==> config.mk <==
export PLATFORM = sky130hd
export DESIGN_NAME = serial_read
export DESIGN_NICKNAME = d
export VERILOG_FILES = /design/src/rtl/serial_pkg.sv /design/src/rtl/serial_rx_sync.sv /design/src/rtl/serial_read.sv
export SDC_FILE = /design/constraint.sdc
export NUM_CORES = 1
export LEC_CHECK = 0
export ABC_AREA = 0
export BUFFER_PORTS_ARGS = -buffer_cell sky130_fd_sc_hd__buf_2
export CORE_ASPECT_RATIO = 1.75
export CORE_MARGIN = 2
export CORE_UTILIZATION = 60
export CTS_BUF_LIST = sky130_fd_sc_hd__clkbuf_4
export DETAILED_ROUTE_END_ITERATION = 8
export MAX_ROUTING_LAYER = met4
export PLACE_DENSITY = 0.89
export SETUP_SLACK_MARGIN = 0.3
export SLEW_MARGIN = 15
export SYNTH_ARGS = -nofsm -noshare
export SYNTH_HDL_FRONTEND = slang
export SYNTH_SLANG_ARGS = --single-unit
export TNS_END_PERCENT = 1
==> constraint.sdc <==
create_clock -name clk -period 2 [get_ports clk]
set_clock_uncertainty 0.1 [all_clocks]
set_input_delay 0.4 -clock clk [delete_from_list [all_inputs] [get_ports clk]]
set_output_delay 0.4 -clock clk [all_outputs]
set_load 0.005 [all_outputs]
==> src/rtl/serial_pkg.sv <==
// Shared types and sizing helpers for the serial_read UART receiver.
package serial_pkg;

  typedef enum logic [2:0] {
    IDLE,
    START,
    DATA,
    STOP,
    BREAK
  } state_e;

  localparam int DEF_CLKS_PER_BIT = 104;
  localparam int DEF_N_BITS       = 8;
  localparam int HALF_BIT         = DEF_CLKS_PER_BIT / 2;

  // Width needed to hold 0..n-1, never narrower than one bit.
  function automatic int cnt_width(input int n);
    return (n > 1) ? $clog2(n) : 1;
  endfunction

  function automatic int half_bit(input int clks_per_bit);
    return clks_per_bit / 2;
  endfunction

endpackage

==> src/rtl/serial_rx_sync.sv <==
// Two-flop synchronizer for the asynchronous RX pin; resets to the idle-high level.
module serial_rx_sync (
  input  logic clk,
  input  logic rst_n,
  input  logic d,
  output logic q
);

  logic meta_q;

  // NOTE: sequential state uses non-blocking assignments so every flop samples pre-edge values.
  always_ff @(posedge clk or negedge rst_n) begin
    if (!rst_n) begin
      meta_q <= 1'b1;
      q      <= 1'b1;
    end else begin
      meta_q <= d;
      q      <= meta_q;
    end
  end

endmodule

==> src/rtl/serial_read.sv <==
// UART receiver: start-bit qualify, mid-bit sampling LSB-first, stop check, ready/ack handoff.
module serial_read
  import serial_pkg::*;
#(
  parameter int CLKS_PER_BIT = DEF_CLKS_PER_BIT,
  parameter int N_BITS       = DEF_N_BITS
) (
  input  logic              clk,
  input  logic              rst_n,
  input  logic              rx,
  input  logic              rx_ack,
  output logic [N_BITS-1:0] rx_data,
  output logic              data_ready,
  output logic              data_valid,
  output logic              RiP,
  output logic              frame_err,
  output logic              overrun
);

  localparam int CNT_W = cnt_width(CLKS_PER_BIT);
  localparam int IDX_W = cnt_width(N_BITS);
  localparam int HALF  = half_bit(CLKS_PER_BIT);

  logic rx_s;

  serial_rx_sync u_sync (
    .clk   (clk),
    .rst_n (rst_n),
    .d     (rx),
    .q     (rx_s)
  );

  state_e              state_q, state_d;
  logic [CNT_W-1:0]    cnt_q, cnt_d;
  logic [IDX_W-1:0]    bit_idx_q, bit_idx_d;
  logic [N_BITS-1:0]   shift_q, shift_d;
  logic [N_BITS-1:0]   rx_data_q, rx_data_d;
  logic                data_ready_q, data_ready_d;
  logic                data_valid_q, data_valid_d;
  logic                frame_err_q, frame_err_d;
  logic                overrun_q, overrun_d;

  logic half_tick, last_tick, last_bit;

  assign half_tick = (cnt_q == CNT_W'(HALF - 1));
  assign last_tick = (cnt_q == CNT_W'(CLKS_PER_BIT - 1));
  assign last_bit  = (bit_idx_q == IDX_W'(N_BITS - 1));

  always_ff @(posedge clk or negedge rst_n) begin
    if (!rst_n) state_q <= IDLE;
    else        state_q <= state_d;
  end

  // NOTE: every always_comb output gets a default first, so no path can infer a latch.
  always_comb begin
    state_d = state_q;
    unique case (state_q)
      IDLE:    if (!rx_s) state_d = START;
      START:   if (half_tick) state_d = rx_s ? IDLE : DATA;
      DATA:    if (last_tick && last_bit) state_d = STOP;
      STOP:    if (last_tick) state_d = rx_s ? IDLE : BREAK;
      BREAK:   if (rx_s) state_d = IDLE;
      default: state_d = IDLE;
    endcase
  end

  always_comb begin
    cnt_d        = '0;
    bit_idx_d    = bit_idx_q;
    shift_d      = shift_q;
    rx_data_d    = rx_data_q;
    data_ready_d = data_ready_q;
    data_valid_d = 1'b0;
    frame_err_d  = 1'b0;
    overrun_d    = overrun_q;

    unique case (state_q)
      START: begin
        cnt_d     = half_tick ? '0 : cnt_q + CNT_W'(1);
        bit_idx_d = '0;
      end
      DATA: begin
        cnt_d = last_tick ? '0 : cnt_q + CNT_W'(1);
        if (last_tick) begin
          shift_d   = {rx_s, shift_q[N_BITS-1:1]};
          bit_idx_d = bit_idx_q + IDX_W'(1);
        end
      end
      STOP:    cnt_d = last_tick ? '0 : cnt_q + CNT_W'(1);
      default: cnt_d = '0;
    endcase

    if (rx_ack && data_ready_q) begin
      data_ready_d = 1'b0;
      overrun_d    = 1'b0;
    end

    // A completing word wins over a same-cycle ack; overrun only when the old word was not taken.
    if (state_q == STOP && last_tick) begin
      if (rx_s) begin
        rx_data_d    = shift_q;
        data_valid_d = 1'b1;
        data_ready_d = 1'b1;
        if (data_ready_q && !rx_ack) overrun_d = 1'b1;
      end else begin
        frame_err_d = 1'b1;
      end
    end
  end

  // NOTE: the shift register and counters are reset too, keeping simulation free of X after reset.
  always_ff @(posedge clk or negedge rst_n) begin
    if (!rst_n) begin
      cnt_q        <= '0;
      bit_idx_q    <= '0;
      shift_q      <= '0;
      rx_data_q    <= '0;
      data_ready_q <= 1'b0;
      data_valid_q <= 1'b0;
      frame_err_q  <= 1'b0;
      overrun_q    <= 1'b0;
    end else begin
      cnt_q        <= cnt_d;
      bit_idx_q    <= bit_idx_d;
      shift_q      <= shift_d;
      rx_data_q    <= rx_data_d;
      data_ready_q <= data_ready_d;
      data_valid_q <= data_valid_d;
      frame_err_q  <= frame_err_d;
      overrun_q    <= overrun_d;
    end
  end

  always_comb begin
    RiP        = (state_q != IDLE);
    rx_data    = rx_data_q;
    data_ready = data_ready_q;
    data_valid = data_valid_q;
    frame_err  = frame_err_q;
    overrun    = overrun_q;
  end

endmodule

# Word-level counts from Yosys, hierarchy flattened
# Cells that the tools add are included.
# word_totals
ff_bits,35
input_bits,4
out_inout_bits,13
# op_classes
n_addsub,2
eq_ne,13
mux,24
reduce_logical,13
# ops
cell,count
$mux 3,7
$pmux 3 s5,1
$mux 7,2
$pmux 7 s2,1
$mux 1,11
$ne 2x2->1 const B,5
$add 7x1->7 const B,1
$eq 7x6->1 const B,1
$eq 7x7->1 const B,1
$eq 3x2->1 const B,2
$eq 3x3->1 const B,2
$pmux 3 s2,1
$reduce_and 2->1,3
$reduce_and 5->1,1
$logic_and 1x1->1,4
$add 3x1->3 const B,1
$eq 3x1->1 const B,1
$logic_not 3->1,1
$reduce_bool 3->1,1
$mux 2,1
$ne 2x1->1 const B,1
$reduce_bool 2->1,1
$reduce_or 2->1,1
$logic_not 1->1,1

# Depth between registers and ports, before layout
# logic_depth
word_depth,5
mapped_depth,5

# By module
# A second synthesis with hierarchy kept.
# hier_totals
cells_unflattened,131
hier_area_um2,1611.5
# modules_own_cells
mod,instances,cells_per_inst,area_each_um2
serial_read,1,129,1559.0
serial_rx_sync,1,2,52.6

# Worst setup path after synthesis
# OpenSTA, ideal clock, no wires.
# synth_timing
kind,register -> register
startpoint,register cnt_q[0]
endpoint,register rx_data_q[1] (netlist: rx_data[1])
setup_time_ns,0.125
t_arrival_ns,1.606
required_ns,1.775
path_slack_ns,0.170
stages_incl_launch_ff,6
n_path_buf,1
synth_period_minus_slack_ns,1.830
path_cell_list,dfrtp_1 ha_1 nand3b_4 nor4_2 buf_4 mux2_2
# synth_between
elab_chain_len,3
# synth_lines
element,line,text
"start, declared",serial_read.sv:34,"logic [CNT_W-1:0] cnt_q, cnt_d;"
"start signal, assigned",serial_read.sv:123,cnt_q <= cnt_d;
$eq 7x7->1,serial_read.sv:46,assign last_tick = (cnt_q == CNT_W'(CLKS_PER_BIT - 1));
$logic_and 1x1->1,serial_read.sv:99,if (state_q == STOP && last_tick) begin
$reduce_and 2->1 (no line),-,
"end signal, assigned",serial_read.sv:126,rx_data_q <= rx_data_d;
"end, declared",serial_read.sv:37,"logic [N_BITS-1:0] rx_data_q, rx_data_d;"
# Every way passes these cells.
# A chain may end at the register's enable or synchronous reset.

# Worst setup path after layout
# layout_timing
startpoint,register cnt_q[1]
endpoint,register rx_data_q[1] (netlist: rx_data[1])
# The elaborated chain is that of the path after synthesis.

==> impl_metrics.csv <==
group,metric,value,unit
worst_setup_path,arrival,1.89,ns
placement,place_congestion,0.812,
clock_tree,cts_buffers,5,
layout,syn_to_final_growth,21.5,%
worst_setup_path,critPathSlowestCell,"dfrtp_1",
worst_setup_path,cp.required,2.13,ns
pwr,powerDensity,562,mW/mm^2
hold_path,hp-class,"in2async",
layout,multi_input_area,739,sq um
grt,grt_util_all_layers,25.3,%
worst_setup_path,r2r_setup_slack,0.24,ns
worst_setup_path,crit_path_max_fanout,5,
route,antenna_left,0,
worst_setup_path,cp_cell_sequence,"ha_4, nand3b_4, nor4_4, buf_4, mux2_4",
worst_setup_path,critPathLaunchType,"flip-flop",
route,drt_wl_total,3570,um
timing,max_slew_margin,49.4,%
timing,rsz0062_at_grt,"true",
layout,post-route-util,75.0,%
timing,final.setup.tns,0,ns
clock_tree,clock_sinks,35,
layout,num_antenna_cells,0,
floorplan,core-area,0.00263,sq mm
logic_synthesis,async_flop_share,100,%
grt,antenna_found_initial,0,
timing,setup_violations,0,
floorplan,ios,17,
worst_setup_path,end_kind,"flip-flop",
placement,hpwl,2110,um
pwr,finalPower,1.11,mW
grt,grt_pass1_vias,1229,
worst_setup_path,regToRegEndpoint,"rx_data[1]",
worst_setup_path,r2r_cells,5,
timing,hold_ws,-0.00160,ns
logic_synthesis,synth_ff_type,"dfrtp_1",
route,viasPerCell,6.07,
floorplan,start_util,61.7,%
logic_synthesis,synth_edf_count,0,
timing,post-route-worst-setup-slack,0.241,ns
grt,grt_max_degree,36,
logic_synthesis,yosysWarnings,0,
floorplan,die_y,72.8,um
timing,worst_slew_pin_slew,0.759,ns
timing,fmax,0.568,GHz
logic_synthesis,syn-num-nets,139,
clock_tree,h-tree-depth,2,
layout,fill_cells,165,
clock_tree,clk_pin_slew,0.12,ns
logic_synthesis,yosys.cell_types.count,39,
logic_synthesis,avgSynthCellArea,12.3,sq um
timing,maxSlewViolCount,0,
run,drv_cap,0,
clock_tree,root_buffer,"clkbuf_4",
floorplan,rows,25,
logic_synthesis,netlist_instances,132,
route,drtIter0Drc,61,
clock_tree,clock_path_buffers,2,
worst_setup_path,slowest_delay,0.41,ns
route,firstDrtPassIters,4,
timing,layout_min_cycle_time,1.76,ns
pwr,p_leak,0.979,nW
placement,numPortBuffers,16,
layout,ff_latch_area,882,sq um
timing,finalHoldViolCount,3,
route,via_count,1195,
grt,grt_pass1_wl,5700,um
floorplan,fp.dieArea,0.00315,sq mm
worst_setup_path,critPathKind,"reg2reg",
layout,drive_above_1_share,44.1,%
floorplan,die_w,43.3,um
grt,grt-ovfl-total,0,
clock_tree,cts_tree,"yes",
logic_synthesis,synth_seq_cells,35,
route,routedWlPerCell,18.1,um
worst_setup_path,timing.rr.start,"cnt_q[1]",
logic_synthesis,synth_seq_area_share,54.2,%
clock_tree,clk_latency,0.35,ns
timing,period_share,88.0,%
route,drc,0,
logic_synthesis,synth_area,0.00162,sq mm
status,status,"finished with violations",
layout,num-nets-final,176,
status,violations,"hold timing",
placement,dpl_worst_slack,0.114,ns
pwr,ir_drop,544,uV
## metal layers
layer	vias to the layer above	GRT usage [%]	routed length [um]
met3	7	5.45	99
met1	607	28.1	1420
li1	558	-	-
met2	23	41.8	1970
met5	-	-	0
met4	0	13.5	80
## worst max path at each step
stage	to	cells after the start	startpoint
global placement	rx_data[4]	5	cnt_q[0]
detailed placement	rx_data[0]	5	cnt_q[0]
CTS	rx_data[1]	4	u_sync.q
global route	rx_data[1]	5	cnt_q[1]
finish	rx_data[1]	5	cnt_q[1]
floorplan	rx_data[1]	5	cnt_q[0]
## cell usage after synthesis, types with 2 or more instances
cell	number	share of area [%]
o21a_1	3	1.4
a211oi_1	2	0.93
nand2_1	7	1.6
inv_1	5	1.2
ha_1	3	2.3
xor2_1	2	1.1
nor3_1	2	0.62
a21oi_1	6	1.9
o41ai_1	2	1.1
buf_2	2	0.62
nand2b_1	2	0.77
nand3_1	5	1.5
nor2_1	5	1.2
nand3b_4	2	2.5
dfstp_2	2	3.2
a22oi_1	2	0.93
and3b_1	2	1.1
dfrtp_1	33	51
or3_1	3	1.2
o21ai_0	5	1.5
clkbuf_1	2	0.46
o311ai_0	3	1.6
mux2_2	16	11
## kinds of logic after synthesis
family | after synthesis | synth area share [%]
simple gates | 37 | 15.7
flops | 35 | 54.2
buf+inv | 11 | 3.40
xor+xnor | 3 | 1.62
compound gates | 27 | 11.7
mux | 16 | 11.1
fa+ha+maj | 3 | 2.32
## worst max-delay path, delay by kind of cell, from the launching register on
family | cells | cell delay (ns)
flip-flops | 1 | 0.41
buffers and inverters | 1 | 0.22
AND/OR/NAND/NOR | 2 | 0.44
adder cells (fa/ha/maj) | 1 | 0.18
multiplexers | 1 | 0.31
## flip-flops by register name (all words and copies together), names as in the netlist, named ones only
name	count
rx_data	8
shift_q	8
cnt_q	7
bit_idx_q	3
state_q	3
data_ready	1
data_valid	1
frame_err	1
u_sync.meta_q	1
u_sync.q	1
## timing repair
action	in CTS	in global routing
cloned	1	0
resized for setup	9	4
hold endpoints to repair	0	0
buffers inserted	10	5
endpoints found under the setup margin	21	23
hold buffers	0	0
pin swaps	2	2
## cell type report
| type | instances | share of cell area [%] |
|---|---|---|
| multi-input combinational | 86 | 37.5 |
| inverter | 5 | 0.953 |
| sequential | 35 | 44.8 |
| timing repair buffer | 36 | 12.1 |
| clock buffer | 5 | 1.91 |
| tap | 27 | 1.72 |
| clock inverter | 3 | 1.02 |
## power breakdown
group	total, mW	switching, mW	internal, mW
Combinational	0.0209	0.0170	0.00394
Clock	0.375	0.241	0.134
Sequential	0.712	0.00108	0.711
## cells in the final DEF (no fill, tap or decap), types with 2 or more instances in the layout
| cell | instances |
|---|---|
| dfrtp_1 | 30 |
| buf_4 | 18 |
| buf_2 | 16 |
| mux2_2 | 13 |
| nand2_1 | 7 |
| inv_1 | 5 |
| o21ai_0 | 5 |
| nand3_1 | 5 |
| a21oi_1 | 5 |
| clkbuf_4 | 5 |
| nor2_1 | 4 |
| or3_1 | 3 |
| o21a_1 | 3 |
| o311ai_0 | 3 |
| mux2_4 | 3 |
| dfrtp_2 | 3 |
| nand3b_4 | 2 |
| xor2_1 | 2 |
| a211oi_1 | 2 |
| a22oi_1 | 2 |
| nor4_4 | 2 |
| and3b_1 | 2 |
| o41ai_1 | 2 |
| nor3_1 | 2 |
| ha_1 | 2 |
| clkinvlp_4 | 2 |
| buf_6 | 2 |
| dfstp_2 | 2 |
## stage by stage
step	instances	hold slack (ns)	cell area, sq um
global route	197	0.0304	1970
floorplan	132	0.00441	1640
finish	197	-0.00160	1970
CTS	192	0.0210	1920
global placement	173	0.246	1750
detailed placement	173	0.248	1750
(Power assumes the default switching activity.)
